## src/rtl/ascon_squeeze.sv

```systemverilog
// Ascon squeeze stage: streams x0 as 64-bit output blocks and runs the shared
// p12 permutation between blocks until the requested byte count is delivered.
module ascon_squeeze #(
    parameter int unsigned HASH_LEN_BYTES = 32,
    parameter int unsigned LEN_W          = 32
) (
    input  logic             clk,
    input  logic             rst_n,
    input  logic             start,
    input  logic [1:0]       sel_type,
    input  logic [LEN_W-1:0] out_length,
    input  logic [63:0]      x0_i,
    input  logic [63:0]      x1_i,
    input  logic [63:0]      x2_i,
    input  logic [63:0]      x3_i,
    input  logic [63:0]      x4_i,
    output logic [63:0]      out_data,
    output logic [3:0]       out_bytes,
    output logic             out_valid,
    input  logic             out_ready,
    output logic             out_last,
    output logic             busy,
    output logic             done,
    output logic [63:0]      x0_o,
    output logic [63:0]      x1_o,
    output logic [63:0]      x2_o,
    output logic [63:0]      x3_o,
    output logic [63:0]      x4_o,
    output logic [63:0]      x0_i_SQ_p12,
    output logic [63:0]      x1_i_SQ_p12,
    output logic [63:0]      x2_i_SQ_p12,
    output logic [63:0]      x3_i_SQ_p12,
    output logic [63:0]      x4_i_SQ_p12,
    input  logic [63:0]      x0_o_SQ_p12,
    input  logic [63:0]      x1_o_SQ_p12,
    input  logic [63:0]      x2_o_SQ_p12,
    input  logic [63:0]      x3_o_SQ_p12,
    input  logic [63:0]      x4_o_SQ_p12
);

    typedef enum logic [1:0] {StIdle, StEmit, StPerm, StDone} state_e;

    localparam logic [1:0] SelAead = 2'b00;
    localparam logic [1:0] SelHash = 2'b01;

    state_e           state_q, state_d;
    logic [LEN_W-1:0] remaining_q;
    logic [63:0]      x0_q, x1_q, x2_q, x3_q, x4_q;

    logic       accept;
    logic       has_data;
    logic       final_blk;
    logic       handshake;
    logic [3:0] chunk;

    assign accept    = (state_q == StIdle) && start && (sel_type != SelAead);
    assign has_data  = (remaining_q != '0);
    assign final_blk = (remaining_q <= LEN_W'(8));
    assign chunk     = final_blk ? remaining_q[3:0] : 4'd8;
    assign handshake = (state_q == StEmit) && has_data && out_ready;

    always_ff @(posedge clk or negedge rst_n) begin
        if (!rst_n) begin
            state_q <= StIdle;
        end else begin
            state_q <= state_d;
        end
    end

    // A zero-length request spends its EMIT cycle silently so busy covers two cycles.
    always_comb begin
        state_d = state_q;
        unique case (state_q)
            StIdle: if (accept) state_d = StEmit;
            StEmit: begin
                if (!has_data) begin
                    state_d = StDone;
                end else if (out_ready) begin
                    state_d = final_blk ? StDone : StPerm;
                end
            end
            StPerm:  state_d = StEmit;
            StDone:  state_d = StIdle;
            default: state_d = StIdle;
        endcase
    end

    always_ff @(posedge clk or negedge rst_n) begin
        if (!rst_n) begin
            remaining_q <= '0;
            x0_q        <= '0;
            x1_q        <= '0;
            x2_q        <= '0;
            x3_q        <= '0;
            x4_q        <= '0;
        end else if (accept) begin
            remaining_q <= (sel_type == SelHash) ? LEN_W'(HASH_LEN_BYTES) : out_length;
            x0_q        <= x0_i;
            x1_q        <= x1_i;
            x2_q        <= x2_i;
            x3_q        <= x3_i;
            x4_q        <= x4_i;
        end else if (state_q == StPerm) begin
            x0_q <= x0_o_SQ_p12;
            x1_q <= x1_o_SQ_p12;
            x2_q <= x2_o_SQ_p12;
            x3_q <= x3_o_SQ_p12;
            x4_q <= x4_o_SQ_p12;
        end else if (handshake) begin
            remaining_q <= remaining_q - LEN_W'(chunk);
        end
    end

    always_comb begin
        out_valid = (state_q == StEmit) && has_data;
        out_bytes = out_valid ? chunk : 4'd0;
        out_last  = out_valid && final_blk;
        busy      = (state_q != StIdle);
        done      = (state_q == StDone);
        out_data  = '0;
        for (int k = 0; k < 8; k++) begin
            if (out_valid && (4'(k) < chunk)) begin
                out_data[8*k +: 8] = x0_q[8*k +: 8];
            end
        end
    end

    assign x0_o = x0_q;
    assign x1_o = x1_q;
    assign x2_o = x2_q;
    assign x3_o = x3_q;
    assign x4_o = x4_q;

    assign x0_i_SQ_p12 = x0_q;
    assign x1_i_SQ_p12 = x1_q;
    assign x2_i_SQ_p12 = x2_q;
    assign x3_i_SQ_p12 = x3_q;
    assign x4_i_SQ_p12 = x4_q;

endmodule

```

## config.mk

```make
export PLATFORM = sky130hd
export DESIGN_NAME = ascon_squeeze
export DESIGN_NICKNAME = d
export VERILOG_FILES = /design/src/rtl/ascon_squeeze.sv
export SDC_FILE = /design/constraint.sdc
export NUM_CORES = 1
export LEC_CHECK = 0
export ABC_CLOCK_PERIOD_IN_PS = 5350
export CORE_AREA = 2 2 534 536
export DETAILED_ROUTE_END_ITERATION = 12
export DIE_AREA = 0 0 536 538
export PLACE_DENSITY = 0.3
export SETUP_SLACK_MARGIN = 0.4
export SLEW_MARGIN = 25
export SYNTH_ARGS = -nofsm -noshare
export SYNTH_HDL_FRONTEND = slang
export SYNTH_SLANG_ARGS = --single-unit
```

## constraint.sdc

```tcl
create_clock -name clk -period 5.35 [get_ports clk]
set_input_delay 0.535 -clock clk [delete_from_list [all_inputs] [get_ports clk]]
set_output_delay 0.535 -clock clk [all_outputs]
set_load 0.01 [all_outputs]
```

Word level (Yosys, flattened, before mapping):

Cells that the tools add are included.

* flip-flop bits (word level): 354
* output and inout bits: 712

* add/sub/neg operators: 1
* eq/ne operators: 7
* reduce and logical (&&, ||, !) cells: 21
* multiplexer cells: 29
* order comparisons: 9

Operators by type and width (number)
* two-way mux 64 bit: 10
* two-way mux 32 bit: 4
* two-way mux 8 bit: 8
* <= comparator 32 x 4 -> 1 bit (second input constant): 1
* nonzero test 32 bit: 1
* subtractor 32 x 4 -> 32 bit: 1
* < comparator 3 x 4 -> 1 bit (first input constant): 4
* logical AND 1 bit: 13
* < comparator 1 x 4 -> 1 bit (first input constant): 2
* < comparator 2 x 4 -> 1 bit (first input constant): 2
* two-way mux 4 bit: 2
* case mux 2 bit (4 select lines): 1
* nonzero test 2 bit: 4
* two-way mux 2 bit: 3
* == test 2 x 1 -> 1 bit (second input constant): 2
* == test 2 bit (second input constant): 2
* inequality test 2 bit (second input constant): 2
* AND reduction 2 bit: 2
* inequality test 3 bit (second input constant): 1
* zero test 2 bit: 1
* two-way mux 1 bit: 1

Depth between registers and ports, before layout:

Gate-level depths: netlist (run 1).

* depth in word-level cells: 6
* gate-level depth with buffers: 12

Least setup slack after synthesis (run 1):

OpenSTA, ideal clock, no wires.

* path kind: register -> output
* start point: register remaining_q[4]
* end point: output port out_data[0]
* slack: 3014 ps
* arrival time: 1801 ps
* stages on the path, launching flop included: 7
* path through: dfrtp_1 nor4_4 nand4_1 nor2_1 a21oi_1 clkbuf_1 and2_1

* elaborated cells between the ends (all ways): 7
* those cells by class: order compare: 2; mux: 2; reduce/logical: 3

RTL lines
* start: declaration: RTL line 47 `logic [LEN_W-1:0] remaining_q;`
* start signal: assignment: RTL line 97 `remaining_q <= (sel_type == SelHash) ? LEN_W'(HASH_LEN_BYTES) : out_length;`
* start signal: assignment: RTL line 110 `remaining_q <= remaining_q - LEN_W'(chunk);`
* nonzero test 32 bit: RTL line 57 `assign has_data = (remaining_q != '0);`
* logical AND 1 bit: RTL line 115 `out_valid = (state_q == StEmit) && has_data;`
* net out_valid: RTL line 19 `output logic out_valid,`
* logical AND 1 bit: RTL line 122 `if (out_valid && (4'(k) < chunk)) begin`
* two-way mux 8 bit: RTL line 122
* end: declaration: RTL line 17 `output logic [63:0] out_data,`

The timed path passes the listed nets, and every way through them passes these cells.

Final worst setup path (run 1):

* start point: register remaining_q[26]
* end point: output port out_data[32]

* word-level cells in the longest chain between the ends: 5
* elaborated cells between the ends (all ways): 7
* those cells by class: order compare: 2; mux: 2; reduce/logical: 3

Ends and longest elaborated chain
* <= comparator 32 x 4 -> 1 bit: RTL line 58 `assign final_blk = (remaining_q <= LEN_W'(8));`
* two-way mux 4 bit: RTL line 59 `assign chunk = final_blk ? remaining_q[3:0] : 4'd8;`
* < comparator 3 x 4 -> 1 bit: RTL line 122
* logical AND 1 bit (*): RTL line 122
* two-way mux 8 bit (*): RTL line 122

Every way passes the cells marked *; elsewhere a longest branch is shown, timed or not.

==> reports/summary.txt, run 1 <==
status: finished, final reports clean
commonest cells after routing, fill and taps aside: 1,388 x clkdlybuf4s50_1, 358 x nand2_1, 354 x dfrtp_1
GR Overflow Total: 0
crit path launch type: register
Setup violations, final: 0
HP Class: in2reg
Async S/R FF share, synth: 100%
Inserted Clock Buffers: 56
vias in the first global route: 20,400
initial antenna violation count: 71
antenna-violating nets left: 0
share of cells above drive strength 1: 5.00%
worst hold slack: 0.398 ns
R2R Setup Slk: 2.60 ns
die extent in x: 536 um
Post-Place Worst Slack: 1.70 ns
Crit Path Class: reg2out
CTS max path bufs: 3
setup slack after layout: 0.964 ns
Final Power: 22.0 mW
Initial Util: 6.97%
fin util: 13.4%
Pins Over Slew Limit: 0
Tightest Pin Transition: 1.05 ns
worst setup path endpoint: out_data[32]
TritonCTS clock tree: done
hpwl dp: 126 mm
worst skew pair latency: 0.69 ns
Avg Vias per Cell: 2.81
routability cong.: 0.764
Core ar.: 0.283 mm^2
Max H-tree Level: 2
vias: 19,500
Area growth, synth to finish: 91.9%
Cell Area, Synth: 0.0197 mm^2
DR pass1 iterations: 5
Worst slew margin: 30.3%
nets@finish: 3,799
first-pass GRT wire length: 194 mm
DIE HEIGHT: 538 um
EDFF count, synth: 0
worst path required time: 4.82 ns
placed cells: 6,823
overall routing resource usage: 9.96%
DRT Wirelength: 152 mm
Avg Inst Size Synth: 9.51 um^2
design area: 0.0379 mm^2
max_cap viols: 0
DRT iter0 DRCs: 721
Leak Pwr: 15.1 nW
Fillers: 32,200
Cells after Synth: 2,076
worst-path maximum fanout: 8
RR Endpoint: remaining_q[9]$_DFFE_PN0P_
I/O pins: 1,390
fmax: 228 MHz
final hold viol count: 0
CTS sink count: 354
Cell variety after synth: 71
dpl cell area: 0.0359 mm^2
skew final: 0.0344 ns
largest net degree at the start of global routing: 170
Period minus WS final: 4.39 ns
cells on worst reg2reg path: 5
Die ar.: 0.288 mm^2
Post-route DRC: 0
CTS clock-pin slew for the worst setup and hold paths: 0.06 ns
clk root buf: clkbuf_16
port bufs: 1,389
WP data arrival: 3.85 ns
Tcrit/Tclk final: 82.0%
sequential share of the synthesized area: 44.9%
most common cell after layout, fill and taps aside: clkdlybuf4s50_1
routed len/inst: 21.9 um
Critical path origin: remaining_q[26]$_DFFE_PN0P_
worst hold start: x1_i[35]
Final TNS setup: 0 ns
commonest register cell after synthesis: dfrtp_1
CP Capture Type: primary output
row count: 196
Seq cells post-synth: 354
pwr/cell area: 581 mW/mm^2
Final Non-Filler Cells: 6,954
RSZ-0062 raised after global routing: false
setup repair bufs after CTS: 0
Ys Warns: 0
Reg2Reg Launch Point: state_q[1]$_DFFE_PN0P_
VDD IR-drop max: 0.237 mV
Mapped Nets: 2,755
==> critical path, stage by stage (launching register included) <==
cell and delay (ns):
dfrtp_1 0.43, nor4_2 0.56, and4_4 0.38, nand2_1 0.16
nor2_1 0.46, a21oi_2 0.39, and2_1 0.28, clkdlybuf4s50_1 0.50
==> cell type report <==
type,instances,area [um^2],share of cell area [%]
sequential,354,8860,23.4
tap,3762,4710,12.4
timing repair buffer,1429,14300,37.8
inverter,5,18.8,0.0495
clock inverter,11,140,0.370
antenna,33,82.6,0.218
multi-input combinational,1274,8010,21.2
clock buffer,86,1730,4.55
==> how the worst min path moves through the flow <==
stage / slack [ns] / depth (start not counted) / endpoint
6_report: 0.40 / 3 / x1_i_SQ_p12[35]$_DFFE_PN0P_
5_1_grt: 0.35 / 3 / x1_i_SQ_p12[63]$_DFFE_PN0P_
4_1_cts: 0.30 / 3 / x1_i_SQ_p12[35]$_DFFE_PN0P_
3_5_place_dp: 0.54 / 1 / remaining_q[31]$_DFFE_PN0P_
3_3_place_gp: 0.53 / 1 / remaining_q[31]$_DFFE_PN0P_
2_1_floorplan: 0.24 / 0 / remaining_q[0]$_DFFE_PN0P_
==> registers in the layout (all words and copies together) (netlist names) <==
name and count:
remaining_q 32, x3_i_SQ_p12 64, x1_i_SQ_p12 64, x2_i_SQ_p12 64
state_q 2, x4_i_SQ_p12 64, x0_i_SQ_p12 64
==> layer usage <==
layer  share of wire (%)  global-route usage (%)  vias to the layer above
met4                 4.6                    5.03                       34
met5                0.14                       0                        -
li1                    -                       -                     8918
met2                  48                    16.7                     1057
met3                  11                    4.50                      193
met1                  36                    10.5                     9337
==> cell usage after synthesis (all sizes together) (4+ instances only) <==
library cell | instances | area (um^2)
buf | 327 | 2440
mux2i | 321 | 3210
and3 | 4 | 25.0
a32o | 4 | 40.0
nor2 | 38 | 145
nand4 | 4 | 31.3
a211oi | 4 | 35.0
o41ai | 4 | 50.1
nand2 | 358 | 1340
nor4 | 14 | 164
o211ai | 4 | 30.0
or4 | 4 | 37.5
or3 | 5 | 36.3
dfrtp | 354 | 8860
and2 | 66 | 413
nor3 | 9 | 45.0
a22oi | 4 | 30.0
nand3 | 7 | 45.0
o21ai | 340 | 1710
a21oi | 33 | 169
a31oi | 6 | 52.6
clkbuf | 116 | 435
inv | 5 | 18.8
==> repair_timing <==
action | 4_1_cts | 5_1_grt
resized for setup | 0 | 0
endpoints found under the setup margin | 0 | 0
endpoints found under the hold margin | 64 | 0
hold buffers | 1 | 0
==> report_power, final <==
group	switching, mW	internal (mW)	total (mW)
combinational	5.78	6.34	12.1
clock	1.55	2.33	3.88
sequential	2.01	4.01	6.02
total	9.35	12.7	22.0
==> logic make-up (layout without fill, tap and decap cells) <==
logic type / Yosys count / count (layout) / share of synthesized area, %
AND/OR/NAND/NOR: 526 / 526 / 12.3
buffers and inverters: 448 / 1531 / 14.7
AO/OA/AOI/OAI: 422 / 422 / 11.7
flip-flops: 354 / 354 / 44.9
multiplexers: 321 / 321 / 16.3
XOR/XNOR: 3 / 3 / 0.133
adder cells (fa/ha/maj): 1 / 1 / 0.0634
other: 1 / 34 / 0.0190
(Power assumes the default switching activity.)
==> run 2: changes to the inputs <==
--- a/config.mk
+++ b/config.mk
@@ -5,10 +5,10 @@
 export SDC_FILE = /design/constraint.sdc
 export NUM_CORES = 1
 export LEC_CHECK = 0
-export ABC_CLOCK_PERIOD_IN_PS = 5350
-export CORE_AREA = 2 2 534 536
+export ABC_CLOCK_PERIOD_IN_PS = 4000
+export CORE_AREA = 2 2 539 541
 export DETAILED_ROUTE_END_ITERATION = 12
-export DIE_AREA = 0 0 536 538
+export DIE_AREA = 0 0 541 543
 export PLACE_DENSITY = 0.3
 export SETUP_SLACK_MARGIN = 0.4
 export SLEW_MARGIN = 25
==> constraint.sdc (replaced) <==
create_clock -name clk -period 4 [get_ports clk]
set_input_delay 0.4 -clock clk [delete_from_list [all_inputs] [get_ports clk]]
set_output_delay 0.4 -clock clk [all_outputs]
set_load 0.01 [all_outputs]
==> reports/summary.txt, run 2 (synthesis gave the netlist of run 1 again) <==
Final TNS setup: 0 ns (unchanged)
CTS max path bufs: 3 (unchanged)
worst path cell trace: nor2_1 -> a21oi_2 -> and2_1 -> clkdlybuf4s50_1
HP Class: in2reg
first-pass GRT wire length: 200 mm (+2.9%)
max_cap viols: 0 (unchanged)
cells on worst reg2reg path: 5 (unchanged)
Area growth, synth to finish: 94.7%
Clock Power Share: 17.2% (-0.4 points)
GR Overflow Total: 0 (unchanged)
overall routing resource usage: 9.98% (+0.014 points)
Core ar.: 0.287 mm^2 (+1.5%)
Initial Util: 6.87% (-0.10 points)
RSZ-0062 raised after global routing: true
vias in the first global route: 20,700 (+1.6%)
Psw: 12.5 mW (+34%)
worst hold stages: 3 (unchanged)
skew final: 0.0285 ns (-0.00589 ns)
Max H-tree Level: 2 (unchanged)
Post-route DRC: 0 (unchanged)
row count: 197 (+0.51%)
Top delay family on crit path: flip-flops
hpwl dp: 129 mm (+2.1%)
commonest cells after routing, fill and taps aside: 1,346 x clkdlybuf4s50_1, 357 x nand2_1, 346 x dfrtp_1
slowest stage cell, crit path: dfrtp_1
final hold viol count: 0 (unchanged)
max incr delay on CP: 0.81 ns (+0.25 ns)
Buffers & Inverters on Critical Path: 1 (unchanged)
DIE HEIGHT: 543 um (+0.93%)
DRT iter0 DRCs: 858 (+19%)
Pins Over Slew Limit: 0 (unchanged)
Leak Pwr: 15.7 nW (+4.1%)
WP depth: 4 (-3)
Die ar.: 0.294 mm^2 (+1.9%)
Period minus WS final: 3.50 ns
fmax: 285 MHz
sequential power share: 27.2% (about the same)
Tcrit/Tclk final: 87.6%
vias: 19,800 (+1.5%)
I/O pins: 1,390 (unchanged)
routability cong.: 0.780 (+2.1%)
Worst slew margin: 38.7% (+8.4 points)
TritonCTS clock tree: done
initial antenna violation count: 69 (-2.8%)
worst path required time: 3.60 ns (-1.22 ns)
WP data arrival: 3.10 ns (-0.75 ns)
Tightest Pin Transition: 0.917 ns (-0.128 ns)
Crit Path Class: reg2out
clk root buf: clkbuf_16
worst-path maximum fanout: 12 (+4)
logic gate share of total power: 55.6% (+0.6 points)
nets@finish: 3,846 (+1.2%)
die extent in x: 541 um (+0.93%)
pwr/cell area: 773 mW/mm^2 (+33%)
worst hold slack: 0.270 ns (-0.129 ns)
worst skew pair latency: 0.68 ns (about the same)
Fillers: 32,600 (+1.2%)
CP Capture Type: primary output
Inserted Clock Buffers: 53 (-5.4%)
switching share of power: 42.2% (-0.25 points)
antenna-violating nets left: 0 (unchanged)
status: finished, final reports clean
crit path launch type: register
port bufs: 1,389 (unchanged)
Avg Vias per Cell: 2.83 (+0.72%)
routed len/inst: 21.9 um (+0.38%)
most common cell after layout, fill and taps aside: clkdlybuf4s50_1
Cell Int Power: 17.2 mW (+36%)
Setup violations, final: 0 (unchanged)
DRT Wirelength: 154 mm (+1.1%)
VDD IR-drop max: 0.353 mV (+49%)
CTS clock-pin slew for the worst setup and hold paths: 0.07 ns (about the same)
CTS sink count: 354 (unchanged)
DR pass1 iterations: 5 (unchanged)
largest net degree at the start of global routing: 86 (-49%)
share of cells above drive strength 1: 6.95% (+1.9 points)
## run 2: power groups by stage
stage	Combinational (mW)	Clock, mW	Sequential [mW]
3_3_place_gp	16.6	0	8.17
3_5_place_dp	16.5	0	8.17
4_1_cts	16.8	5.40	8.18
6_report	16.5	5.11	8.07
5_1_grt	17.8	5.48	8.31
2_1_floorplan	7.46	0	7.48
## run 2: path summary, 6_finish.rpt
check	start	to	slack [ns]
worst max-delay path	remaining_q[3]$_DFFE_PN0P_	out_data[30]	0.50
worst min-delay path	x1_i[20]	x1_i_SQ_p12[20]$_DFFE_PN0P_	0.27
worst max register to register	remaining_q[3]$_DFFE_PN0P_	remaining_q[15]$_DFFE_PN0P_	1.21
worst min register to register	remaining_q[21]$_DFFE_PN0P_	remaining_q[21]$_DFFE_PN0P_	0.58
max in group asynchronous	rst_n	remaining_q[13]$_DFFE_PN0P_	2.58
min in group asynchronous	rst_n	x2_i_SQ_p12[3]$_DFFE_PN0P_	0.33
## run 2: metrics by stage
step / power, mW / setup slack (ns) / instance area (um^2) / utilization, % / cells
2_1_floorplan: 14.9 / 1.80 / 19700 / - / 2076
3_3_place_gp: 24.8 / 0.516 / 36100 / 12.6 / 6862
3_5_place_dp: 24.7 / 0.530 / 36100 / 12.6 / 6862
4_1_cts: 30.4 / 0.303 / 38200 / 13.3 / 6976
5_1_grt: 31.6 / 0.336 / 38400 / 13.4 / 6994
6_report: 29.7 / 0.496 / 38400 / 13.4 / 7007
## run 2: repair_timing
| item | CTS | global route |
|---|---|---|
| hold buffers | 1 | 0 |
| gates resized for setup | 53 | 31 |
| pin swaps | 8 | 7 |
| setup endpoints to repair | 70 | 44 |
| endpoints found under the hold margin | 42 | 0 |
| setup buffers | 15 | 15 |
## run 2: area by class of cell
class                   count  area (um^2)  area share [%]
well taps                3781         4730            12.3
flip-flops and latches    354         8870            23.1
inverters                   5         18.8          0.0488
multi-input cells        1274         8110            21.1
clock buffers              78         1570            4.09
repair buffers           1479        14800            38.6
clock inverters            20          260           0.677
diodes                     16         40.0           0.104
## run 2: tightest hold or removal path, stage by stage
cell	delay, ns
clkdlybuf4s50_1	0.39
nand2_1	0.05
o21ai_0	0.07
## run 2: per-layer routing
layer	track usage, %	routed length, um
met3	4.02	15100
met4	2.84	4370
met2	17.0	73800
met1	11.4	60100
met5	0	264
==> run 3: changes to the inputs <==
--- a/config.mk
+++ b/config.mk
@@ -6,9 +6,10 @@
 export NUM_CORES = 1
 export LEC_CHECK = 0
 export ABC_CLOCK_PERIOD_IN_PS = 4000
-export CORE_AREA = 2 2 539 541
+export CORE_AREA = 2 2 547 549
+export CTS_BUF_LIST = sky130_fd_sc_hd__clkbuf_4 sky130_fd_sc_hd__clkbuf_8
 export DETAILED_ROUTE_END_ITERATION = 12
-export DIE_AREA = 0 0 541 543
+export DIE_AREA = 0 0 549 551
 export PLACE_DENSITY = 0.3
 export SETUP_SLACK_MARGIN = 0.4
 export SLEW_MARGIN = 25
==> reports/summary.txt, run 3 (synthesis gave the netlist of run 1 again) <==
status: finished, final reports clean
pwr/cell area: 727 mW/mm^2 (-5.9%)
M3 GR Usage: 4.70% (+0.68 points)
share of cells above drive strength 1: 9.33% (+2.4 points)
CTS sink count: 354 (unchanged)
DRT Wirelength: 162 mm (+5.5%)
RSZ-0062 raised after global routing: true
fin util: 13.9% (+0.54 points)
gr busiest metal: met2
Inserted Clock Buffers: 90 (+70%)
nets@finish: 4,153 (+8.0%)
Tcrit/Tclk final: 88.0% (+0.41 points)
most common cell after layout, fill and taps aside: clkdlybuf4s50_1
Setup violations, final: 0 (unchanged)
clk root buf: clkbuf_8
Critical path origin: remaining_q[26]$_DFFE_PN0P_
I/O pins: 1,390 (unchanged)
Period minus WS final: 3.52 ns (+0.0165 ns)
CTS clock-pin slew for the worst setup and hold paths: 0.05 ns (-0.02 ns)
overall routing resource usage: 10.2% (+0.20 points)
CTS max path bufs: 4 (+1)
Crit Path Class: reg2out
worst skew pair latency: 0.88 ns (+0.20 ns)
Pins Over Slew Limit: 0 (unchanged)
RR Endpoint: remaining_q[26]$_DFFE_PN0P_
CP Capture Type: primary output
DRT iter0 DRCs: 839 (-2.2%)
HP Class: in2reg
Initial Util: 6.66% (-0.21 points)
Core ar.: 0.296 mm^2 (+3.1%)
Post-route DRC: 0 (unchanged)
Avg Vias per Cell: 2.80 (-1.0%)
vias in the first global route: 22,400 (+7.9%)
commonest cells after routing, fill and taps aside: 1,318 x clkdlybuf4s50_1, 357 x nand2_1, 350 x dfrtp_1
skew final: 0.0608 ns (+0.0323 ns)
worst path required time: 3.60 ns (about the same)
row count: 200 (+1.5%)
routing usage on met1: 11.2% (-0.23 points)
first-pass GRT wire length: 210 mm (+4.9%)
cells on worst reg2reg path: 6 (+1)
worst hold slack: 0.139 ns (-0.130 ns)
VDD IR-drop max: 0.300 mV (-15%)
fmax: 284 MHz (-0.47%)
Final Power: 30.0 mW (+0.90%)
crit path launch type: register
die extent in x: 549 um (+1.5%)
antenna-violating nets left: 0 (unchanged)
worst setup path endpoint: out_data[32]
DIE HEIGHT: 551 um (+1.5%)
Worst slew margin: 38.3% (-0.38 points)
routed len/inst: 21.6 um (-1.5%)
Leak Pwr: 16.8 nW (+7.1%)
GR Overflow Total: 0 (unchanged)
final hold viol count: 0 (unchanged)
worst-path maximum fanout: 7 (-5)
R2R Setup Slk: 1.27 ns (+0.06 ns)
Tightest Pin Transition: 0.923 ns (+0.00570 ns)
largest net degree at the start of global routing: 127 (+48%)
port bufs: 1,389 (unchanged)
Area growth, synth to finish: 109%
max_cap viols: 0 (unchanged)
Final TNS setup: 0 ns (unchanged)
routability cong.: 0.784 (+0.47%)
DR pass1 iterations: 5 (unchanged)
Max H-tree Level: 3 (+1)
grt met2 use: 17.3% (+0.30 points)
hpwl dp: 134 mm (+3.7%)
initial antenna violation count: 88 (+28%)
vias: 21,000 (+6.0%)
WP data arrival: 3.12 ns (+0.02 ns)
Reg2Reg Launch Point: remaining_q[3]$_DFFE_PN0P_
Die ar.: 0.302 mm^2 (+3.0%)
TritonCTS clock tree: done
run 3: repair_timing:
item / 4_1_cts / 5_1_grt
pin swaps: 24 / 7
gates cloned: 0 / 1
resized for setup: 154 / 28
endpoints found under the hold margin: 322 / 0
setup endpoints to repair: 70 / 66
buffers inserted: 30 / 9
hold buffers: 261 / 0
run 3: layout make-up:
| type | count | area, um^2 |
|---|---|---|
| inverters | 5 | 18.8 |
| flip-flops and latches | 354 | 8860 |
| multi-input cells | 1274 | 8130 |
| clock inverters | 9 | 60.1 |
| repair buffers | 1749 | 17400 |
| well taps | 3939 | 4930 |
| fillers | 33700 | 255000 |
| clock buffers | 147 | 1770 |
| diodes | 26 | 65.1 |
run 3: report_power, final:
| part | internal, mW | switching, mW | total [mW] |
|---|---|---|---|
| combinational | 8.96 | 8.01 | 17.0 |
| sequential | 5.37 | 2.70 | 8.06 |
| clock | 2.77 | 2.18 | 4.95 |
run 3: worst min path at each step:
stage	from	depth (start not counted)	end
global placement	rst_n	1	x1_i_SQ_p12[57]$_DFFE_PN0P_
global route	x1_o_SQ_p12[15]	3	x1_i_SQ_p12[15]$_DFFE_PN0P_
CTS	x2_o_SQ_p12[16]	3	x2_i_SQ_p12[16]$_DFFE_PN0P_
finish	x4_i[39]	3	x4_i_SQ_p12[39]$_DFFE_PN0P_
detailed placement	rst_n	1	x1_i_SQ_p12[57]$_DFFE_PN0P_
floorplan	rst_n	0	remaining_q[0]$_DFFE_PN0P_
run 3: critical path, cell delays in order (launching register included):
cell and delay [ns]:
dfrtp_2 0.43, nor4_4 0.38, buf_4 0.18, and4_4 0.24, nand2_8 0.07, nor2_4 0.12, buf_4 0.14, a21oi_2 0.06
buf_6 0.20, and2_1 0.17, dlygate4sd2_1 0.28
run 3: through the flow:
stage                     instance area [um^2]  worst slack, ns  instances
after floorplan                          19700             1.80       2076
after global placement                   36400            0.638       7020
after detailed placement                 36400            0.661       7020
after CTS                                41100            0.266       7467
after global routing                     41200            0.273       7483
final                                    41200            0.480       7503
run 3: layer usage:
metal,share of wire [%],vias up
met4,3.5,24
met1,39,10000
li1,-,9643
met5,0.088,-
met2,48,1093
met3,10,256
